**config.mk**
```make
export PLATFORM = sky130hd
export DESIGN_NAME = memexp_arbiter
export DESIGN_NICKNAME = d
export VERILOG_FILES = /design/src/rtl/memexp_arbiter.sv
export SDC_FILE = /design/constraint.sdc
export NUM_CORES = 1
export LEC_CHECK = 0
export ABC_AREA = 0
export CAP_MARGIN = 20
export CORE_UTILIZATION = 25
export DETAILED_ROUTE_END_ITERATION = 10
export HOLD_SLACK_MARGIN = 0.05
export PLACE_DENSITY = 0.63
export SYNTH_ARGS = -nofsm -noshare
export SYNTH_HDL_FRONTEND = slang
export SYNTH_SLANG_ARGS = --single-unit
```
**constraint.sdc**
```tcl
create_clock -name clk -period 2 [get_ports clk]
set_clock_uncertainty 0.15 [all_clocks]
set_input_delay 0.4 -clock clk [delete_from_list [all_inputs] [get_ports clk]]
set_output_delay 0.4 -clock clk [all_outputs]
set_load 0.01 [all_outputs]
```
**src/rtl/memexp_arbiter.sv**
```systemverilog
// memexp_arbiter: shares one 16K x 16 expansion RAM between the TMS9900 CPU bus
//   and an 8-bit wishbone debug/loader port. Each access is sequenced by a small
//   FSM; CPU cycles are stretched through cpu_ready, wishbone cycles end with a
//   one-clock wb_ack_o pulse.
// Latency (uncontended): writes complete 1 clk after request, reads
//   read_latency+1 clk after request. A CPU access waits at most one full
//   wishbone access.
// Ports:
//   clk, reset            - system clock, synchronous active-high reset
//   cpu_cs/we/dbin/a/d    - CPU request (cpu_a is the 15-bit word address)
//   cpu_q, cpu_ready      - registered CPU read data, bus-cycle ready
//   wb_*                  - 8-bit wishbone slave (byte address, one-byte lane)
//   mem_a/we/be/d, mem_q  - RAM port; mem_q valid read_latency clk after issue
// Bit order: all buses are declared [N:0], so TMS bit 0 (MSB) is index N.
//   mem_be[0] enables the even byte (d[15:8]), mem_be[1] the odd byte (d[7:0]).
// Option: define MEMEXP_WB_PRIORITY_EN to make wishbone win every simultaneous
//   request; otherwise simultaneous requests alternate between the two masters.
module memexp_arbiter #(
  parameter int read_latency = 1  // legal 1..3
) (
  input  logic        clk,
  input  logic        reset,
  input  logic        cpu_cs,
  input  logic        cpu_we,
  input  logic        cpu_dbin,
  input  logic [14:0] cpu_a,
  input  logic [15:0] cpu_d,
  output logic [15:0] cpu_q,
  output logic        cpu_ready,
  input  logic [14:0] wb_adr_i,
  input  logic [7:0]  wb_dat_i,
  output logic [7:0]  wb_dat_o,
  input  logic        wb_we_i,
  input  logic        wb_sel_i,
  input  logic        wb_stb_i,
  input  logic        wb_cyc_i,
  output logic        wb_ack_o,
  output logic [13:0] mem_a,
  output logic        mem_we,
  output logic [1:0]  mem_be,
  output logic [15:0] mem_d,
  input  logic [15:0] mem_q
);

  typedef enum logic [2:0] {
    IDLE     = 3'd0,
    CPU_RD   = 3'd1,
    CPU_DONE = 3'd2,
    WB_RD    = 3'd3,
    WB_ACK   = 3'd4
  } state_t;

  // Last wait-cycle index of a read: data is captured on the edge that ends it.
  localparam logic [1:0] LAT_LAST = 2'(read_latency - 1);

  state_t      state_q, state_d;
  logic        last_wb_q, last_wb_d;   // 1: last grant went to wishbone
  logic [1:0]  cnt_q, cnt_d;
  logic [13:0] addr_q, addr_d;         // RAM word held during a read
  logic [14:0] cpu_a_q, cpu_a_d;       // CPU address of the granted access
  logic        wb_odd_q, wb_odd_d;     // wishbone byte lane of the granted access
  logic [15:0] cpu_q_q, cpu_q_d;
  logic [7:0]  wb_dat_q, wb_dat_d;

  logic        cpu_req, wb_req, grant_cpu, grant_wb;
  logic        cpu_mapped;
  logic [13:0] cpu_map;

  // Expansion windows. Word >1000..>1FFF minus >1000 keeps only the low 12 bits;
  // words >5000..>7FFF minus >4000 simply drop address bit 14.
  always_comb begin
    cpu_mapped = 1'b0;
    cpu_map    = 14'h0000;
    case (cpu_a[14:12])
      3'b001: begin
        cpu_mapped = 1'b1;
        cpu_map    = {2'b00, cpu_a[11:0]};
      end
      3'b101, 3'b110, 3'b111: begin
        cpu_mapped = 1'b1;
        cpu_map    = cpu_a[13:0];
      end
      default: ;
    endcase
  end

  assign cpu_req = cpu_cs && (cpu_we || cpu_dbin);
  assign wb_req  = wb_cyc_i && wb_stb_i;

`ifdef MEMEXP_WB_PRIORITY_EN
  assign grant_cpu = cpu_req && !wb_req;
`else
  // On a tie the master that did not get the previous grant goes first.
  assign grant_cpu = cpu_req && (!wb_req || last_wb_q);
`endif
  assign grant_wb = wb_req && !grant_cpu;

  always_comb begin
    state_d   = state_q;
    last_wb_d = last_wb_q;
    cnt_d     = cnt_q;
    addr_d    = addr_q;
    cpu_a_d   = cpu_a_q;
    wb_odd_d  = wb_odd_q;
    cpu_q_d   = cpu_q_q;
    wb_dat_d  = wb_dat_q;
    mem_a     = 14'h0000;
    mem_we    = 1'b0;
    mem_be    = 2'b00;
    mem_d     = 16'h0000;

    case (state_q)
      IDLE: begin
        if (grant_cpu) begin
          last_wb_d = 1'b0;
          cpu_a_d   = cpu_a;
          if (!cpu_mapped) begin
            // Outside the expansion windows: finish at once, reads return FFFF.
            cpu_q_d = 16'hFFFF;
            state_d = CPU_DONE;
          end else if (cpu_we) begin
            mem_a   = cpu_map;
            mem_we  = 1'b1;
            mem_be  = 2'b11;
            mem_d   = cpu_d;
            state_d = CPU_DONE;
          end else begin
            mem_a   = cpu_map;
            addr_d  = cpu_map;
            cnt_d   = 2'd0;
            state_d = CPU_RD;
          end
        end else if (grant_wb) begin
          last_wb_d = 1'b1;
          addr_d    = wb_adr_i[14:1];
          wb_odd_d  = wb_adr_i[0];
          if (!wb_sel_i) begin
            wb_dat_d = 8'hFF;
            state_d  = WB_ACK;
          end else if (wb_we_i) begin
            mem_a   = wb_adr_i[14:1];
            mem_we  = 1'b1;
            mem_be  = wb_adr_i[0] ? 2'b10 : 2'b01;
            mem_d   = {wb_dat_i, wb_dat_i};
            state_d = WB_ACK;
          end else begin
            mem_a   = wb_adr_i[14:1];
            cnt_d   = 2'd0;
            state_d = WB_RD;
          end
        end
      end
      CPU_RD: begin
        mem_a = addr_q;
        if (cnt_q == LAT_LAST) begin
          cpu_q_d = mem_q;
          state_d = CPU_DONE;
        end else begin
          cnt_d = cnt_q + 2'd1;
        end
      end
      CPU_DONE: begin
        // Hold ready until the CPU ends the cycle; a new address with cs still
        // high starts the next access. No grant is made in this exit cycle.
        if (!cpu_cs || (cpu_a != cpu_a_q)) begin
          state_d = IDLE;
        end
      end
      WB_RD: begin
        mem_a = addr_q;
        if (cnt_q == LAT_LAST) begin
          wb_dat_d = wb_odd_q ? mem_q[7:0] : mem_q[15:8];
          state_d  = WB_ACK;
        end else begin
          cnt_d = cnt_q + 2'd1;
        end
      end
      WB_ACK: begin
        state_d = IDLE;
      end
      default: begin
        state_d = IDLE;
      end
    endcase

    // A reset cycle must never leave a write behind.
    if (reset) begin
      mem_we = 1'b0;
    end
  end

  always_ff @(posedge clk) begin
    if (reset) begin
      state_q   <= IDLE;
      last_wb_q <= 1'b1;
      cnt_q     <= 2'd0;
      addr_q    <= 14'h0000;
      cpu_a_q   <= 15'h0000;
      wb_odd_q  <= 1'b0;
      cpu_q_q   <= 16'h0000;
      wb_dat_q  <= 8'h00;
    end else begin
      state_q   <= state_d;
      last_wb_q <= last_wb_d;
      cnt_q     <= cnt_d;
      addr_q    <= addr_d;
      cpu_a_q   <= cpu_a_d;
      wb_odd_q  <= wb_odd_d;
      cpu_q_q   <= cpu_q_d;
      wb_dat_q  <= wb_dat_d;
    end
  end

  assign cpu_q     = cpu_q_q;
  assign wb_dat_o  = wb_dat_q;
  assign cpu_ready = !cpu_cs || (state_q == CPU_DONE);
  assign wb_ack_o  = (state_q == WB_ACK) && !reset;

endmodule
```
; ---- After elaboration in Yosys (flattened, before gate mapping)
; Index checks and enable logic that the tools add are counted.
[op_classes]
bitwise_logic = 1
addsub = 1
n_eq_ne = 25
reduce_logical = 30
n_mux = 64
[ops]
columns = cell, count
row1 = 2-to-1 mux 16 bit, 10
row2 = 2-to-1 mux 14 bit, 8
row3 = one-hot mux 14 bit (2 select lines), 2
row4 = 2-to-1 mux 8 bit, 5
row5 = 2-to-1 mux 2 bit, 17
row6 = one-hot mux 16 bit (2 select lines), 1
row7 = 2-to-1 mux 3 bit, 7
row8 = != test 2 bit (second input constant), 10
row9 = one-hot mux 8 bit (2 select lines), 1
row10 = != test 15 bit, 1
row11 = != test 3 bit (second input constant), 5
row12 = equality test 3 bit (second input constant), 4
row13 = one-hot mux 3 bit (4 select lines), 1
row14 = AND reduction 4 bit, 3
row15 = 2-to-1 mux 1 bit, 11
row16 = nonzero test 2 bit, 4
row17 = AND reduction 7 bit, 1
row18 = equality test 3 x 1 -> 1 bit (second input constant), 2
row19 = equality test 3 x 2 -> 1 bit (second input constant), 2
row20 = logical AND 1 bit, 5
row21 = AND reduction 5 bit, 1
row22 = zero test 1 bit, 4
row23 = logical OR 1 bit, 4
row24 = one-hot mux 2 bit (2 select lines), 1
row25 = 10 further kinds, 11
[totals]
elab_cells = 129
regBits = 60
inputBits = 79
out_inout_bits = 59

; ---- Logic depth before layout (Yosys ltp)
; Gate-level depths: netlist of run 1.
[depth]
ltp_word = 10
depth_mapped = 8
ltp_nobuf = 6

; ---- Worst setup path before layout of run 1
; OpenSTA, ideal clock, no wires.
[synth_timing]
path_kind = input -> output
startpoint = input cpu_dbin
endpoint = output mem_be[0]
slack_ps = -342
required_time_ps = 1450
stages = 8
arrival_ps = 1792
n_path_buf = 3
cell_sequence = o21ai_0 > or2_1 > buf_2 > nand4_1 > a21o_1 > buf_2 > buf_1 > a21oi_1
[synth_between]
elab_chain_cells = 8
[synth_lines]
columns = item, line_no
row1 = "start, declared", 25  ; input logic cpu_dbin,
row2 = logical OR 1 bit *, 87  ; assign cpu_req = cpu_cs && (cpu_we || cpu_dbin);
row3 = logical AND 1 bit *, 87
row4 = logical AND 1 bit *, 94  ; assign grant_cpu = cpu_req && (!wb_req || last_wb_q);
row5 = zero test 1 bit, 96  ; assign grant_wb = wb_req && !grant_cpu;
row6 = logical AND 1 bit, 96
row7 = 2-to-1 mux 2 bit, 133  ; end else if (grant_wb) begin
row8 = 2-to-1 mux 2 bit *, 114  ; if (grant_cpu) begin
row9 = 2-to-1 mux 2 bit *, 112  ; case (state_q)
row10 = "end, declared", 40  ; output logic [1:0] mem_be,
; Every way passes the cells marked *; elsewhere a longest branch is shown, timed or not.

; ---- Worst setup path in the final report of run 1
[layout_timing]
startpoint = register last_wb_q
endpoint = output mem_a[13]
[layout_between]
elab_chain_cells = 7
[layout_lines]
columns = item, line_no
row1 = "start, declared", 57  ; logic last_wb_q, last_wb_d;
row2 = "start signal, assigned", 204  ; last_wb_q <= last_wb_d;
row3 = logical OR 1 bit *, 94
row4 = logical AND 1 bit *, 94
row5 = zero test 1 bit, 96
row6 = logical AND 1 bit, 96
row7 = 2-to-1 mux 14 bit, 133
row8 = 2-to-1 mux 14 bit *, 114
row9 = one-hot mux 14 bit (2 select lines) *, 112
row10 = "end, declared", 38  ; output logic [13:0] mem_a,
; Marks and branches as above.

==> results of run 1 <==
## layout by cell type (no fill, tap or decap), types with 2 or more instances in the layout
master,instances
sky130_fd_sc_hd__a21oi_1,6
sky130_fd_sc_hd__xor2_1,14
sky130_fd_sc_hd__buf_16,7
sky130_fd_sc_hd__and3_4,2
sky130_fd_sc_hd__clkdlybuf4s15_1,3
sky130_fd_sc_hd__a211oi_1,11
sky130_fd_sc_hd__nand2_4,2
sky130_fd_sc_hd__clkinv_4,2
sky130_fd_sc_hd__buf_6,25
sky130_fd_sc_hd__nor4_1,2
sky130_fd_sc_hd__nor4_2,3
sky130_fd_sc_hd__nor2_1,59
sky130_fd_sc_hd__o21ai_1,10
sky130_fd_sc_hd__nand3_1,6
sky130_fd_sc_hd__a22oi_2,12
sky130_fd_sc_hd__a22oi_1,12
sky130_fd_sc_hd__a21oi_2,11
sky130_fd_sc_hd__nand2b_1,3
sky130_fd_sc_hd__clkbuf_16,11
sky130_fd_sc_hd__clkdlybuf4s15_2,3
sky130_fd_sc_hd__nor2b_1,3
sky130_fd_sc_hd__mux2i_2,2
sky130_fd_sc_hd__a21oi_4,9
sky130_fd_sc_hd__a211oi_2,28
sky130_fd_sc_hd__nor3_1,2
sky130_fd_sc_hd__nand2_1,38
sky130_fd_sc_hd__clkdlybuf4s50_1,92
sky130_fd_sc_hd__buf_12,9
sky130_fd_sc_hd__nor2_4,5
sky130_fd_sc_hd__buf_2,24
sky130_fd_sc_hd__mux2i_1,24
sky130_fd_sc_hd__inv_1,18
sky130_fd_sc_hd__buf_4,68
sky130_fd_sc_hd__clkinv_2,4
sky130_fd_sc_hd__dfxtp_1,59
sky130_fd_sc_hd__nand2_2,4
sky130_fd_sc_hd__o21ai_2,6
sky130_fd_sc_hd__dlygate4sd2_1,2
## critical path: stages (launching register included)
cell and delay [ns]:
sky130_fd_sc_hd__dfxtp_2 0.34, sky130_fd_sc_hd__and3b_1 0.19, sky130_fd_sc_hd__or2_4 0.24, sky130_fd_sc_hd__buf_6 0.13, sky130_fd_sc_hd__buf_4 0.14, sky130_fd_sc_hd__buf_6 0.12, sky130_fd_sc_hd__nor2_4 0.10, sky130_fd_sc_hd__a32oi_2 0.10
sky130_fd_sc_hd__o21ai_1 0.11, sky130_fd_sc_hd__buf_2 0.17
## repair_timing
item / 4_1_cts / 5_1_grt
gates cloned: 9 / 1
buffers inserted: 21 / 3
endpoints found under the setup margin: 93 / 94
resized for setup: 238 / 47
pin swaps: 49 / 26
## area by class of cell
type,instances,share of cell area
Clock inverter,7,0.01050
Tap cell,172,0.03345
Multi-Input combinational cell,298,0.3576
Clock buffer,9,0.03501
Inverter,18,0.01050
Sequential cell,60,0.1869
Timing Repair Buffer,237,0.3660
## state kept, by name, indices dropped and copies added (netlist names)
| signal | flops |
|---|---|
| cpu_q | 16 |
| addr_q | 14 |
| cpu_a_q | 15 |
| wb_odd_q | 1 |
| last_wb_q | 1 |
| wb_dat_o | 8 |
| cnt_q | 2 |
| state_q | 3 |
## stage by stage
| step | util | cell area, um2 | setup TNS [ns] | worst slack [ns] |
|---|---|---|---|---|
| 6_report | 0.5098 | 6434 | -18.19 | -0.5047 |
| 4_1_cts | 0.4950 | 6247 | -17.85 | -0.5677 |
| 2_1_floorplan | - | 3427 | -1.231 | -0.07511 |
| 3_3_place_gp | 0.4290 | 5414 | -60.96 | -1.028 |
| 5_1_grt | 0.5098 | 6434 | -23.62 | -0.5952 |
| 3_5_place_dp | 0.4290 | 5414 | -65.49 | -1.057 |
## kinds of logic after synthesis
logic type / count (synthesis) / share of synthesized area
simple gates: 141 / 0.1924
xor+xnor: 15 / 0.04073
buf+inv: 48 / 0.06167
fa+ha+maj: 1 / 0.003878
compound gates: 114 / 0.2448
flops: 60 / 0.3724
mux: 27 / 0.08417
## worst paths after layout
check                         start                      end  depth (start not counted)
min          cpu_q[15]$_SDFFE_PP0P_   cpu_q[15]$_SDFFE_PP0P_                          2
max reg2reg  last_wb_q$_SDFFE_PP1P_  addr_q[13]$_SDFFE_PP0P_                          8
max          last_wb_q$_SDFFE_PP1P_                mem_a[13]                          9
min reg2reg  cpu_q[15]$_SDFFE_PP0P_   cpu_q[15]$_SDFFE_PP0P_                          2
## per-layer routing
layer | part of all wire | wire length [um] | global-route usage | vias to the layer above
li1 | - | - | - | 1874
met1 | 0.43 | 5844 | 0.2380 | 1864
met2 | 0.50 | 6745 | 0.3501 | 122
met3 | 0.050 | 679 | 0.03766 | 12
met4 | 0.014 | 193 | 0.07619 | 0
met5 | 0 | 0 | 0 | -
## power by group through the flow
stage | Clock [uW] | Combinational [uW] | Sequential (uW)
2_1_floorplan | 0 | 577 | 1420
3_3_place_gp | 0 | 1200 | 1410
3_5_place_dp | 0 | 1220 | 1410
4_1_cts | 1560 | 1490 | 1390
5_1_grt | 1610 | 1660 | 1410
6_report | 1520 | 1560 | 1390
==> results_dict.tcl, run 1 <==
set metrics [dict create \
    result_of_the_run "finished, violations left" \
    violated_checks "setup timing" \
    pwr-share-clk 0.340 \
    core-area_um2 12620 \
    tritoncts "yes" \
    synth.cell_area_um2 3226 \
    groute.usage.overall 0.1985 \
    synth_cell_type_count 42 \
    synthTopCellsByArea "sky130_fd_sc_hd__dfxtp_1 (37%), sky130_fd_sc_hd__mux2i_1 (8.1%), sky130_fd_sc_hd__a211oi_1 (7.7%)" \
    hold_buffers 0 \
    reg2reg_setup_slack_ns -0.18 \
    die-height_um 115.6 \
    yosys_register_bits 60 \
    clk-insertion-delay-late_ns 0.32 \
    finalWorstSetupSlack_ns -0.5047 \
    multiInputGateArea_um2 2301 \
    post_synthesis_cell_count 406 \
    synth-async-reset-ratio 0 \
    first_iteration_detailed_routing_drc_count 115 \
    setup_violations 78 \
    period_share 1.252 \
    power.static_leakage_uw 0.002541 \
    synth.largest_area_cell "sky130_fd_sc_hd__dfxtp_1" \
    design.die.area_um2 13360 \
    postRouteWirelength_mm 13.46 \
    numPlacedInstances 758 \
    area_delta_synth_final_pct 99.46 \
    route.detailed.wl_per_inst_um 16.81 \
    floorplan.initialDensity 0.2556 \
    routed_antenna_nets 0 \
    avgViaCountPerCell 4.834 \
    synthDominantCellAreaShare 0.3724 \
    maxSlewHeadroom 0.5214 \
    timing.fmax_mhz 399.3 \
    cts.clk_slew.worst_paths_ns 0.06 \
    timing_max_transition_violations_final 0 \
    routed-via-count 3872 \
    cell_row_count 41 \
    power_switching_uw 1358 \
    port-buffer-count 137 \
    synthFlopType "sky130_fd_sc_hd__dfxtp_1" \
    yosys-top-cells-count "sky130_fd_sc_hd__nor2_1 (62), sky130_fd_sc_hd__dfxtp_1 (60), sky130_fd_sc_hd__nand2_1 (44), sky130_fd_sc_hd__a211oi_1 (33), sky130_fd_sc_hd__mux2i_1 (26)" \
    cts_root_buffer "sky130_fd_sc_hd__clkbuf_16" \
    synth-edff-count 0 \
    critical_path_arrival_ns 1.95 \
    fin_cells 801 \
    path_class "reg2out" \
    globalRouteOverflowTotal 0 \
    worst-slew-pin-transition_ns 0.7152 \
    insertedDiodeCount 0 \
    synthesis.area_per_instance_um2 7.945 \
    ctsHtreeMaxLevel 3 \
    end_kind "primary output" \
    rsz0062_at_grt "true" \
    whs_ns 0.3219 \
    cts-root-to-sink-buffers 2 \
    synth-warning-count 0 \
    yosys.cell_count.top_type "sky130_fd_sc_hd__nor2_1" \
    share_of_the_yosys_chip_area_belonging_to_registers 0.3724 \
    hold_violations 0 \
    first_global_vias 3858 \
    power_consumption_uw 4480 \
    internal_power_uw 3121 \
    postSynthNetCount 486 \
    fin_nets 704 \
    drt_pass1_iterations 4 \
    max_capacitance_violation_total 0 \
    final_period_minus_worst_setup_slack_ns 2.505 \
    comb_power_share 0.349 \
    holdCritPathClass "reg2reg" \
    cp_max_fo 3 \
    tritoncts.num_buffers 9 \
    power_density_nw_per_um2 696.3 \
    first_pass_grt_wire_length_mm 20.11 \
    seqCellArea_um2 1202 \
    design.portCount 138 \
    netSwitchingFraction 0.3032 \
    place.detailed.hpwl_mm 8.478 \
    cts_sinks 60 \
    finalWeightedCongestion 0.8512 \
    maximum_number_of_pins_on_one_net_before_global_route_repair 38 \
    worst_ep_required_time_ns 1.45 \
    fillerInstances 1169 \
    power.ir.vdd_worst_mv 0.3281 \
    power.sequential.fraction 0.311 \
    grt_antenna_before_repair 0 \
    critPathLaunchType "flop" \
    drt_drc 0 \
    drive_above_1_share 0.3990 \
    die-width_um 115.6 \
]
No activity file was read; power rests on OpenSTA's default activity.
==> run 2, diff against run 1 <==
--- a/config.mk
+++ b/config.mk
@@ -7,10 +7,10 @@
 export LEC_CHECK = 0
 export ABC_AREA = 0
 export CAP_MARGIN = 20
-export CORE_UTILIZATION = 25
+export CORE_UTILIZATION = 39
 export DETAILED_ROUTE_END_ITERATION = 10
 export HOLD_SLACK_MARGIN = 0.05
-export PLACE_DENSITY = 0.63
+export PLACE_DENSITY = 0.87
 export SYNTH_ARGS = -nofsm -noshare
 export SYNTH_HDL_FRONTEND = slang
 export SYNTH_SLANG_ARGS = --single-unit
==> constraint.sdc (replaced) <==
create_clock -name clk -period 2 [get_ports clk]
set_clock_uncertainty 0.15 [all_clocks]
set_input_delay 0.3 -clock clk [delete_from_list [all_inputs] [get_ports clk]]
set_output_delay 0.3 -clock clk [all_outputs]
set_load 0.01 [all_outputs]
==> run 2 against run 1 <==
Against the previous run: sequential share of layout area increased by 1.7 points; hold slack got worse by 0.0079 ns; via count increased by 2.8%; sequential power about the same; global-route usage increased by 9.2 points; the run still ends with setup timing left; count of clock-buffer cells in the layout increased by 3; die area decreased by 35%; register-to-register slack got worse by 0.03 ns; critical path type unchanged; flip-flop and latch count unchanged; non-clock buffer count decreased by 24; design area decreased by 8.4%.
==> results_dict.tcl, run 2 (synthesis gave the netlist of run 1 again) <==
set metrics [dict create \
    whs_ns 0.3141 \
    die-width_um 92.95 \
    end_kind "primary output" \
    power.static_leakage_uw 0.002313 \
    insertedDiodeCount 0 \
    path_class "reg2out" \
    routed_antenna_nets 0 \
    design.die.area_um2 8639 \
    port-buffer-count 137 \
    numPlacedInstances 672 \
    power.ir.vdd_worst_mv 0.5207 \
    design.portCount 138 \
    maximum_number_of_pins_on_one_net_before_global_route_repair 35 \
    drt_drc 0 \
    area_delta_synth_final_pct 82.70 \
    maxSlewHeadroom 0.5011 \
    place.detailed.hpwl_mm 8.142 \
    result_of_the_run "finished, violations left" \
    grt_antenna_before_repair 0 \
    first_global_vias 3891 \
    drive_above_1_share 0.3669 \
    period_share 1.185 \
    tritoncts "yes" \
    clk-insertion-delay-late_ns 0.33 \
    cts-root-to-sink-buffers 2 \
    drt_pass1_iterations 5 \
    power_density_nw_per_um2 669.5 \
    holdCritPathClass "reg2reg" \
    finalWeightedCongestion 0.8168 \
    ctsHtreeMaxLevel 3 \
    route.detailed.wl_per_inst_um 19.00 \
    first_iteration_detailed_routing_drc_count 298 \
    finalWorstSetupSlack_ns -0.3705 \
    core-area_um2 7848 \
    critPathLaunchType "flop" \
    max_capacitance_violation_total 0 \
    cell_row_count 32 \
    critPathSlowestCell "sky130_fd_sc_hd__dfxtp_2" \
    max_ffs_per_register 16 \
    setup_violations 67 \
    avgViaCountPerCell 5.632 \
    worst_ep_required_time_ns 1.55 \
    tritoncts.num_buffers 9 \
    floorplan.initialDensity 0.4110 \
    path_cells "and3b_2, or2_4, nor2_4, buf_12, a22oi_2, o21ai_2, buf_2" \
    cts_sinks 60 \
    routed-via-count 3982 \
    globalRouteOverflowTotal 0 \
    violated_checks "setup timing" \
    mostFrequentLayoutCell "sky130_fd_sc_hd__clkdlybuf4s50_1" \
    groute.usage.overall 0.2910 \
    first_pass_grt_wire_length_mm 19.57 \
    final_period_minus_worst_setup_slack_ns 2.371 \
    die-height_um 92.95 \
    slowest_delay_ns 0.34 \
    rsz0062_at_grt "true" \
    placement.setup.worst_slack_ns -0.8479 \
    cts_root_buffer "sky130_fd_sc_hd__clkbuf_8" \
    fin_nets 680 \
    fin_cells 707 \
    most-common-layout-cells "sky130_fd_sc_hd__clkdlybuf4s50_1 (93), sky130_fd_sc_hd__dfxtp_1 (58), sky130_fd_sc_hd__nor2_1 (53), sky130_fd_sc_hd__buf_4 (50), sky130_fd_sc_hd__nand2_1 (43)" \
    hold_violations 0 \
    postRouteWirelength_mm 13.44 \
    timing.fmax_mhz 421.8 \
    worst-slew-pin-transition_ns 0.7456 \
    critical_path_arrival_ns 1.92 \
    cp_max_fo 8 \
    timing_max_transition_violations_final 0 \
    cts.clk_slew.worst_paths_ns 0.07 \
]
## run 2: cell count changes in the layout (fill, tap and decap cells not counted), sizes merged
| cell | previous run | this run |
|---|---|---|
| buf | 133 | 109 |
| clkdlybuf4s15 | 6 | 1 |
| dlygate4sd2 | 2 | 7 |
| clkbuf | 12 | 15 |
| clkinv | 6 | 3 |
| clkdlybuf4s50 | 92 | 93 |
| dlymetal6s2s | 1 | 0 |
## run 2: cell type report
type	instances	area, um2
multi-input combinational	298	2278
timing repair buffer	213	2022
fill	500	1954
sequential	60	1204
clock buffer	12	145.1
tap	102	127.6
inverter	18	67.56
clock inverter	4	48.80
## run 2: final timing paths
path	start	end	slack, ns	cells after the start
setup / recovery	last_wb_q$_SDFFE_PP1P_	mem_a[7]	-0.37	7
hold / removal	cpu_q[9]$_SDFFE_PP0P_	cpu_q[9]$_SDFFE_PP0P_	0.31	2
setup reg to reg	last_wb_q$_SDFFE_PP1P_	addr_q[6]$_SDFFE_PP0P_	-0.21	8
hold reg to reg	cpu_q[9]$_SDFFE_PP0P_	cpu_q[9]$_SDFFE_PP0P_	0.31	2
## run 2: repair_timing
item / 4_1_cts / 5_1_grt
buffers inserted: 12 / 11
endpoints found under the setup margin: 77 / 93
pin swaps: 21 / 36
endpoints found under the hold margin: 0 / 0
hold buffers: 0 / 0
cloned: 4 / 3
resized for setup: 224 / 52
## run 2: power by group
part	internal (uW)	leakage [uW]	switching, uW
Sequential	1320	0.000492	79.5
Combinational	744	0.00172	713
Clock	609	0.000100	482
Total	2670	0.00231	1270
## run 2: critical path, delay by kind of cell, from the launching register on
family | cells | cell delay (ns)
and+or+nand+nor | 3 | 0.64
AOI/OAI and AO/OA | 2 | 0.28
buffers and inverters | 2 | 0.32
DFF | 1 | 0.34
## run 2: per-layer routing
| layer | GRT usage | vias up | wire length, um |
|---|---|---|---|
| li1 | - | 1817 | - |
| met1 | 0.3343 | 1925 | 5240 |
| met2 | 0.5276 | 208 | 6830 |
| met3 | 0.05911 | 32 | 1037 |
| met4 | 0.1064 | 0 | 327 |
| met5 | 0 | - | 0 |
## run 2: per-stage QoR
step | utilization | instance area (um2) | TNS [ns] | total power [uW]
floorplan | - | 3352 | -0.05908 | 1973
global route | 0.7510 | 5893 | -18.62 | 4105
finish | 0.7510 | 5893 | -13.87 | 3945
CTS | 0.7253 | 5692 | -14.83 | 3838
detailed placement | 0.6567 | 5154 | -51.11 | 2573
global placement | 0.6567 | 5154 | -47.51 | 2531
